`src/rtl/queue_pkg.sv`:
```
// Shared constants, pointer-wrap helper and operation encoding for the queue block.
package queue_pkg;

    localparam int unsigned DEFAULT_DEPTH     = 8;
    localparam int unsigned DEFAULT_BANDWIDTH = 4;

    // Push/pop request encoding, formed as {pop, push}.
    typedef enum logic [1:0] {
        OP_IDLE = 2'b00,
        OP_PUSH = 2'b01,
        OP_POP  = 2'b10,
        OP_BOTH = 2'b11
    } op_e;

    // Wrapped increment; the compare makes it correct for non power-of-2 depths.
    function automatic int unsigned ptr_next(input int unsigned ptr, input int unsigned depth);
        return (ptr == depth - 1) ? 0 : ptr + 1;
    endfunction

endpackage

```
`src/rtl/queue_if.sv`:
```
// Push/pop bus of the queue; optional almost flags under QUEUE_ALMOST_FLAGS_EN.
interface queue_if
    import queue_pkg::*;
#(
    parameter int unsigned DEPTH     = DEFAULT_DEPTH,
    parameter int unsigned BANDWIDTH = DEFAULT_BANDWIDTH
);
    localparam int unsigned CW = $clog2(DEPTH) + 1;

    logic [BANDWIDTH-1:0] data_in;
    logic                 push;
    logic                 pop;
    logic                 err_clr;
    logic [BANDWIDTH-1:0] data_out;
    logic                 full;
    logic                 empty;
    logic [CW-1:0]        count;
    logic                 overflow;
    logic                 underflow;
`ifdef QUEUE_ALMOST_FLAGS_EN
    logic                 almost_full;
    logic                 almost_empty;
`endif

    modport master (
        output data_in, push, pop, err_clr,
        input  data_out, full, empty, count, overflow, underflow
`ifdef QUEUE_ALMOST_FLAGS_EN
        , input almost_full, almost_empty
`endif
    );

    modport slave (
        input  data_in, push, pop, err_clr,
        output data_out, full, empty, count, overflow, underflow
`ifdef QUEUE_ALMOST_FLAGS_EN
        , output almost_full, almost_empty
`endif
    );

endinterface

```
`src/rtl/queue_ptr.sv`:
```
// Wrapping pointer register (0..DEPTH-1), used for both head and tail.
module queue_ptr
    import queue_pkg::*;
#(
    parameter int unsigned DEPTH = DEFAULT_DEPTH
) (
    input  logic                     clk,
    input  logic                     rst,
    input  logic                     inc,
    output logic [$clog2(DEPTH)-1:0] ptr
);
    localparam int unsigned PW = $clog2(DEPTH);

    // Advance by one on inc, wrapping to 0 after DEPTH-1.
    always_ff @(posedge clk or posedge rst) begin
        if (rst) begin
            ptr <= '0;
        end else if (inc) begin
            ptr <= PW'(ptr_next(32'(ptr), DEPTH));
        end
    end

endmodule

```
`src/rtl/queue.sv`:
```
// Circular FIFO with simultaneous push/pop, occupancy count and sticky error flags.
// Optional almost_full/almost_empty outputs are enabled by defining QUEUE_ALMOST_FLAGS_EN.
module queue
    import queue_pkg::*;
#(
    parameter int unsigned DEPTH     = DEFAULT_DEPTH,
    parameter int unsigned BANDWIDTH = DEFAULT_BANDWIDTH
`ifdef QUEUE_ALMOST_FLAGS_EN
    ,
    parameter int unsigned ALMOST_FULL_TH  = DEPTH - 2,
    parameter int unsigned ALMOST_EMPTY_TH = 2
`endif
) (
    input logic    clk,
    input logic    rst,
    queue_if.slave bus
);
    localparam int unsigned PW = $clog2(DEPTH);
    localparam int unsigned CW = $clog2(DEPTH) + 1;

    logic [BANDWIDTH-1:0] mem [DEPTH];
    logic [PW-1:0]        head;
    logic [PW-1:0]        tail;
    logic [CW-1:0]        count_q;
    logic [BANDWIDTH-1:0] data_out_q;
    logic                 overflow_q;
    logic                 underflow_q;
    logic                 is_full;
    logic                 is_empty;
    op_e                  op;
    logic                 do_push;
    logic                 do_pop;
    logic                 ovf_set;
    logic                 unf_set;

    assign is_full  = (count_q == CW'(DEPTH));
    assign is_empty = (count_q == '0);
    assign op       = op_e'({bus.pop, bus.push});

    // Decide which requests are performed and which raise an error.
    always_comb begin
        do_push = 1'b0;
        do_pop  = 1'b0;
        ovf_set = 1'b0;
        unf_set = 1'b0;
        case (op)
            OP_PUSH: begin
                do_push = ~is_full;
                ovf_set = is_full;
            end
            OP_POP: begin
                do_pop  = ~is_empty;
                unf_set = is_empty;
            end
            OP_BOTH: begin
                // A pop frees the slot the push needs, so full still accepts both.
                do_push = 1'b1;
                do_pop  = ~is_empty;
                unf_set = is_empty;
            end
            default: ;
        endcase
    end

    queue_ptr #(.DEPTH(DEPTH)) u_head (.clk(clk), .rst(rst), .inc(do_pop),  .ptr(head));
    queue_ptr #(.DEPTH(DEPTH)) u_tail (.clk(clk), .rst(rst), .inc(do_push), .ptr(tail));

    // Storage write; contents are left untouched by reset.
    always_ff @(posedge clk) begin
        if (do_push) begin
            mem[tail] <= bus.data_in;
        end
    end

    // Occupancy tracking; push+pop leaves it unchanged.
    always_ff @(posedge clk or posedge rst) begin
        if (rst) begin
            count_q <= '0;
        end else if (do_push && !do_pop) begin
            count_q <= count_q + CW'(1);
        end else if (do_pop && !do_push) begin
            count_q <= count_q - CW'(1);
        end
    end

    // Registered read data and sticky error flags (a new error beats err_clr).
    always_ff @(posedge clk or posedge rst) begin
        if (rst) begin
            data_out_q  <= '0;
            overflow_q  <= 1'b0;
            underflow_q <= 1'b0;
        end else begin
            if (do_pop) begin
                data_out_q <= mem[head];
            end
            overflow_q  <= ovf_set | (overflow_q  & ~bus.err_clr);
            underflow_q <= unf_set | (underflow_q & ~bus.err_clr);
        end
    end

    assign bus.data_out  = data_out_q;
    assign bus.count     = count_q;
    assign bus.full      = is_full;
    assign bus.empty     = is_empty;
    assign bus.overflow  = overflow_q;
    assign bus.underflow = underflow_q;

`ifdef QUEUE_ALMOST_FLAGS_EN
    assign bus.almost_full  = (32'(count_q) >= ALMOST_FULL_TH);
    assign bus.almost_empty = (32'(count_q) <= ALMOST_EMPTY_TH);
`endif

endmodule

```
`src/flat_wrapper.sv`:
```
// flat-port wrapper written by rule: the top's interface ports become plain ports
module queue_flat import queue_pkg::*;
#(
    parameter int unsigned DEPTH     = DEFAULT_DEPTH,
    parameter int unsigned BANDWIDTH = DEFAULT_BANDWIDTH

)
  (clk, rst, bus_data_in, bus_push, bus_pop, bus_err_clr, bus_data_out, bus_full, bus_empty, bus_count, bus_overflow, bus_underflow);
  queue_if #(.DEPTH(DEPTH), .BANDWIDTH(BANDWIDTH)) bus_i ();
  input logic clk;
  input logic rst;
  input wire logic [$bits(bus_i.data_in)-1:0] bus_data_in;
  input wire logic [$bits(bus_i.push)-1:0] bus_push;
  input wire logic [$bits(bus_i.pop)-1:0] bus_pop;
  input wire logic [$bits(bus_i.err_clr)-1:0] bus_err_clr;
  output wire logic [$bits(bus_i.data_out)-1:0] bus_data_out;
  output wire logic [$bits(bus_i.full)-1:0] bus_full;
  output wire logic [$bits(bus_i.empty)-1:0] bus_empty;
  output wire logic [$bits(bus_i.count)-1:0] bus_count;
  output wire logic [$bits(bus_i.overflow)-1:0] bus_overflow;
  output wire logic [$bits(bus_i.underflow)-1:0] bus_underflow;
  assign bus_i.data_in = bus_data_in;
  assign bus_i.push = bus_push;
  assign bus_i.pop = bus_pop;
  assign bus_i.err_clr = bus_err_clr;
  assign bus_data_out = bus_i.data_out;
  assign bus_full = bus_i.full;
  assign bus_empty = bus_i.empty;
  assign bus_count = bus_i.count;
  assign bus_overflow = bus_i.overflow;
  assign bus_underflow = bus_i.underflow;
  queue #(.DEPTH(DEPTH), .BANDWIDTH(BANDWIDTH)) u_core (.clk(clk), .rst(rst), .bus(bus_i));
endmodule
```
`config.mk`:
```
export PLATFORM = sky130hd
export DESIGN_NAME = queue_flat
export DESIGN_NICKNAME = d
export VERILOG_FILES = /design/src/rtl/queue_pkg.sv /design/src/rtl/queue_if.sv /design/src/rtl/queue_ptr.sv /design/src/rtl/queue.sv /design/src/flat_wrapper.sv
export SDC_FILE = /design/constraint.sdc
export NUM_CORES = 1
export LEC_CHECK = 0
export CAP_MARGIN = 10
export CORE_MARGIN = 2
export CORE_UTILIZATION = 53
export CTS_BUF_LIST = sky130_fd_sc_hd__clkbuf_8
export DETAILED_ROUTE_END_ITERATION = 16
export PLACE_DENSITY_LB_ADDON = 0.2
export SLEW_MARGIN = 20
export SYNTH_ARGS = -nofsm -noshare
export SYNTH_HDL_FRONTEND = slang
export SYNTH_SLANG_ARGS = --single-unit
export TNS_END_PERCENT = 100
```
`constraint.sdc`:
```
create_clock -name clk -period 3.99 [get_ports clk]
set_input_delay 0.798 -clock clk [delete_from_list [all_inputs] [get_ports clk]]
set_output_delay 0.798 -clock clk [all_outputs]
set_load 0.1 [all_outputs]
```
; ---- Word-level counts from Yosys, hierarchy flattened
; Memory sizes are Yosys's and may differ from the RTL's. A register that Yosys moved wholly into a read port is not among the register bits.
; Cells that the tools add are included.
[totals]
register_bits = 12
mem_bits_rw = 32
in_bits = 9
memories = 1
[classes]
n_addsub = 4
eq_ne = 6
mux = 10
bitwise = 7
n_reduce_logical = 7
[mem_list]
columns = memory, words, width, rd, rd_clocked_by_memory_dff, write_ports, line_no
row1 = u_core.mem, 8, 4, 1, 1, 1, queue.sv:21  ; logic [BANDWIDTH-1:0] mem [DEPTH];
[op_table]
columns = op, count
row1 = 4-bit two-way mux, 2
row2 = "3-bit by 1-bit adder with 3-bit output, second input constant", 2
row3 = "3-bit == test, second input constant", 2
row4 = 3-bit two-way mux, 2
row5 = 1-bit two-way mux, 5
row6 = "4-bit by 1-bit adder with 4-bit output, second input constant", 1
row7 = "2-bit == test, second input constant", 2
row8 = "4-bit == test, second input constant", 1
row9 = 4-bit zero test, 1
row10 = "4-bit by 1-bit subtractor with 4-bit output, second input constant", 1
row11 = 1-bit NOT, 3
row12 = 1-bit bitwise AND, 2
row13 = "2-bit by 1-bit == test with 1-bit output, second input constant", 1
row14 = 1-bit logical AND, 2
row15 = 1-bit zero test, 2
row16 = 1-bit bitwise OR, 2
row17 = 1-bit one-hot mux with 2 select lines, 1
row18 = 2-bit nonzero test, 1
row19 = 2-bit OR reduction, 1

; ---- Depth between registers and ports, before layout
[logic_depth]
word_depth = 7
ltp_mapped = 10
depth_no_buf = 10

; ---- Hierarchy
; A second synthesis with hierarchy kept.
[unflattened]
cells_unflattened = 137
area_unflattened_um2 = 2103.3
[by_module_without_submodules]
columns = mod, instances, cells_per_inst, area_per_inst_um2, seq_area_each_um2
row1 = queue, 1, 117, 1820.5, 1211.2
row2 = queue_ptr, 2, 10, 141.4, 75.1

; ---- Worst setup path before layout
; No wires, ideal clock.
[synth_timing]
kind = register -> register
startpoint = reg u_core.count_q[0], in the netlist u_core.bus.count[0]
endpoint = reg u_core.count_q[3], in the netlist u_core.bus.count[3]
setup_ns = 0.126
arrival_time_ns = 6.017
path_slack_ns = -2.153
path_stages_with_launch = 11
path_buffers = 1
path_cell_list = dfrtp_1 nor4_1 nand2b_1 buf_4 ha_1 inv_1 ha_1 a21o_2 a2111oi_0 a31oi_1 a221o_1
[synth_via]
elab_chain_cells = 6
elab_cells_between_ends = 15
classes_between = add/sub: 2 / eq/ne: 1 / mux: 4 / bitwise: 2 / reduce/logical: 6
[synth_lines]
columns = item, line_no
row1 = start: declaration, queue.sv:24  ; logic [CW-1:0] count_q;
row2 = start signal: assignment, queue.sv:80  ; count_q <= count_q + CW'(1);
row3 = start signal: assignment, queue.sv:82  ; count_q <= count_q - CW'(1);
row4 = 4-bit zero test *, queue.sv:37  ; assign is_empty = (count_q == '0);
row5 = named net bus_empty, flat_wrapper.sv:18  ; output wire logic [$bits(bus_i.empty)-1:0] bus_empty;
row6 = 1-bit NOT *, "queue.sv:52, queue.sv:58"
row7 = 1-bit two-way mux *, -
row8 = 1-bit zero test, queue.sv:79  ; end else if (do_push && !do_pop) begin
row9 = 1-bit logical AND, queue.sv:79
row10 = 4-bit two-way mux or 2-bit nonzero test (tied branches), -
; The timed path passes the listed nets; every way through them passes the cells marked *. The select of a mux whose other input is x is not followed.
; A chain may end at the register's enable or synchronous reset.

; ---- Worst setup path after layout
[layout_timing]
startpoint = reg u_core.count_q[0], in the netlist u_core.bus.count[0]
endpoint = reg u_core.count_q[3], in the netlist u_core.bus.count[3]
[layout_via]
elab_chain_cells = 6
elab_cells_between_ends = 15
classes_between = add/sub: 2 / eq/ne: 1 / mux: 4 / bitwise: 2 / reduce/logical: 6
[layout_lines]
columns = item, line_no
row1 = 4-bit == test *, queue.sv:36  ; assign is_full = (count_q == CW'(DEPTH));
row2 = 1-bit NOT *, queue.sv:48  ; do_push = ~is_full;
row3 = 1-bit one-hot mux with 2 select lines *, queue.sv:46  ; case (op)
row4 = named net u_core.do_push, queue.sv:31  ; logic do_push;
row5 = 1-bit zero test, queue.sv:81  ; end else if (do_pop && !do_push) begin
row6 = 1-bit logical AND, queue.sv:81
row7 = 2-bit nonzero test (no line), -
; Marked as above.

==> impl_metrics.yaml <==
run_status:
  status: "finished, final reports clean"
synthesis:
  syn_area_per_cell_um2: 15.2
  ys_seq_elements: 48
  synthTopCellsByArea: "edfxtp_1 46%, dfrtp_1 19%, mux2i_1 7.6%"
  yosysUniqueCellTypes: 31
  synthAdderAreaFrac_pct: 5.12
  synth_xor_area_share_pct: 0.833
  syn_inst: 138
  synth_area_leader_cell: "edfxtp_1"
  synth_top_area_share_pct: 45.7
  synth.cell_area_um2: 2100
  synth_top_family_by_area: "multiplexers"
  synth_warnings: 0
  ys_seq_area_share_pct: 64.7
  syn-num-nets: 155
  synthMuxAreaShare_pct: 13.5
  yosys.area_share.simple_pct: 7.38
  synth_compound_area_share_pct: 5.95
clock_tree:
  clk_latency_ns: 0.30
  clock_sinks: 48
  post_cts_resized: 0
  cts.htree.levels: 2
  holdBufCountCts: 0
  root_buffer: "clkbuf_8"
  post-cts-setup-buffers: 0
  cts_tree: "done"
  clk_path_buf_depth: 2
  cts_buffers: 5
  clk_pin_slew_ns: 0.09
layout:
  antennaDiodeCount: 0
  nets: 180
  final_util_pct: 65.4
  nFillCells: 291
  area_growth_pct: 16.5
  drive_gt1_share_pct: 16.5
critical_path:
  worstPathCellList: "or4b_4 > o21ai_4 > inv_2 > ha_1 > inv_1 > ha_1 > a21o_2 > a2111oi_0 > a31oi_1 > a221o_1"
  start_kind: "flip-flop"
  required_ns: 4.18
  worstPathArrival_ns: 3.41
  cp_top_family: "compound AO/OA/AOI/OAI gates"
  cp_max_fo: 10
  cpMaxStageDelayCell: "or4b_4"
  cpMostUsedCell: "ha_1"
  endpoint_kind: "flip-flop"
  crit_type: "reg2reg"
  cp_num_buf_inv: 2
  critPathMaxStageDelay_ns: 0.59
sta:
  fmaxAchievable_ghz: 0.310
  finalWorstSetupSlack_ns: 0.769
  post-route-min-period_ns: 3.22
  maxSlewViolCount: 0
  setup_tns_ns: 0
  finClkSkew_ns: 0.0107
  hold_viol_final: 0
  rsz0062_at_grt: "no"
  tightest_slew_ns: 0.983
  period_share_pct: 80.7
  slew_headroom_pct: 34.3
  setup_viol: 0
job:
  max_cap_viol_count: 0
detailed_routing:
  ant_nets: 0
  vias: 1175
  m1WireLength_mm: 1.56
  avgRoutedWirePerCell_um: 17.0
  top_layer_used: "met4"
  route.met2.wl_mm: 1.87
  firstDrtPassIters: 4
  via_per_inst: 5.54
  drt_wl_total_mm: 3.60
  drt_iter0_markers: 48
  dr_wl_met3_um: 117
  drc: 0
power:
  p_leak_nw: 0.931
  vdd_drop_max_mv: 0.755
  power_density_nw_per_um2: 834
floorplan:
  start_util_pct: 56.2
  coreArea_um2: 3740
  die_y_um: 67.0
  die_w_um: 67.0
  num_rows: 22
  floorplan.die_area_um2: 4490
  io_pins: 21
global_routing:
  antenna_found_initial: 0
  grt_pass1_wl_mm: 5.79
  grt_overflow: 0
  grt_pass1_vias: 1174
  grt_util_all_layers_pct: 18.8
  grt_start_max_net_pins: 20
min_path:
  hp-class: "reg2reg"
placed_design:
  place_congestion: 0.840
  numPortBuffers: 20
  place_ws_ns: 0.517
  hpwl_mm: 2.57
==> synth_stat cells (all sizes together) <==
library cell and number:
a2111oi 1, a21boi 1, a21o 3, a21oi 1, a221o 1, a22o 2, a31oi 1, buf 3
clkbuf 1, dfrtp 16, edfxtp 32, fa 1, ha 7, inv 5, mux2 3, mux2i 16
mux4 4, nand2 11, nand2b 4, nor2 5, nor3 7, nor4 3, o21ai 7, or4b 1
xnor2 2
==> cell usage in the layout, fill, tap and decap left out, drive strengths merged <==
cell type,Yosys,final
edfxtp,32,32
a31oi,1,1
ha,7,7
nand2b,4,4
clkdlybuf4s50,0,19
a221o,1,1
a2111oi,1,1
nor4,3,3
nor3,7,7
clkbuf,1,5
nor2,5,5
inv,5,5
nand2,11,11
or4b,1,1
a21boi,1,1
mux4,4,4
fa,1,1
clkinv,0,1
clkinvlp,0,2
a21oi,1,1
dfrtp,16,16
buf,3,3
mux2,3,3
xnor2,2,2
mux2i,16,16
o21ai,7,7
a22o,2,2
a21o,3,3
==> through the flow <==
| step | std cells | total power [W] | cell area, µm² | hold slack (ns) |
|---|---|---|---|---|
| 4_1_cts | 212 | 0.00206 | 2450 | 0.490 |
| 5_1_grt | 212 | 0.00215 | 2450 | 0.527 |
| 2_1_floorplan | 138 | 0.00156 | 2120 | 0.541 |
| 6_report | 212 | 0.00204 | 2450 | 0.484 |
| 3_3_place_gp | 204 | 0.00175 | 2360 | 0.463 |
| 3_5_place_dp | 204 | 0.00178 | 2360 | 0.469 |
==> kinds of logic (layout without fill, tap and decap cells) <==
group                      after synthesis  count (layout)
xor gates and xnor gates                 2               2
and+or+nand+nor                         31              31
buffers and inverters                    9              35
DFF                                     48              48
muxes                                   23              23
adders and majority gates                8               8
AOI/OAI and AO/OA                       17              17
==> tightest hold or removal path, delay by kind of cell, from the launching register on <==
kind	cells	cell delay, ns
flip-flops	1	0.35
AO/OA/AOI/OAI	1	0.06
AND/OR/NAND/NOR	1	0.04
==> path summary, 6_finish.rpt <==
| kind | from | to | slack, ns | cells after the start |
|---|---|---|---|---|
| worst min register to register | u_core.bus.data_out[1] | u_core.bus.data_out[1] | 0.48 | 2 |
| worst max register to register | u_core.bus.count[0] | u_core.bus.count[3] | 0.77 | 10 |
| min in group asynchronous | rst | u_core.bus.data_out[3] | 0.87 | 2 |
| worst max-delay path | u_core.bus.count[0] | u_core.bus.count[3] | 0.77 | 10 |
| max in group asynchronous | rst | u_core.bus.count[2] | 2.68 | 2 |
| worst min-delay path | u_core.bus.data_out[1] | u_core.bus.data_out[1] | 0.48 | 2 |
==> report_power, final <==
group          leakage (nW)  total [W]  switching, W  internal, W
clock                0.0378   0.000282      0.000161     0.000121
combinational         0.410   0.000936      0.000591     0.000345
sequential            0.483   0.000825      0.000167     0.000657
==> flip-flops by register name, indices dropped and copies added, names as in the netlist <==
name                  count
u_core.bus.overflow       1
u_core.bus.underflow      1
u_core.bus.count          4
u_core.u_tail.ptr         3
u_core.u_head.ptr         3
u_core.bus.data_out       4
u_core.mem               32
==> routing by layer <==
layer	vias up	global-route usage, %
met5	-	0
li1	566	-
met3	4	5.57
met2	20	30.3
met1	585	23.3
met4	0	8.42
==> final cells by class <==
class | instances | area [µm²] | share of cell area (%)
clock inverter | 3 | 18.8 | 0.766
timing repair buffer | 22 | 213 | 8.68
multi-input combinational | 81 | 704 | 28.8
sequential | 48 | 1370 | 55.8
inverter | 5 | 18.8 | 0.766
clock buffer | 5 | 68.8 | 2.81
tap | 48 | 60.1 | 2.45
Note: power is estimated with default switching activity, not from simulation.
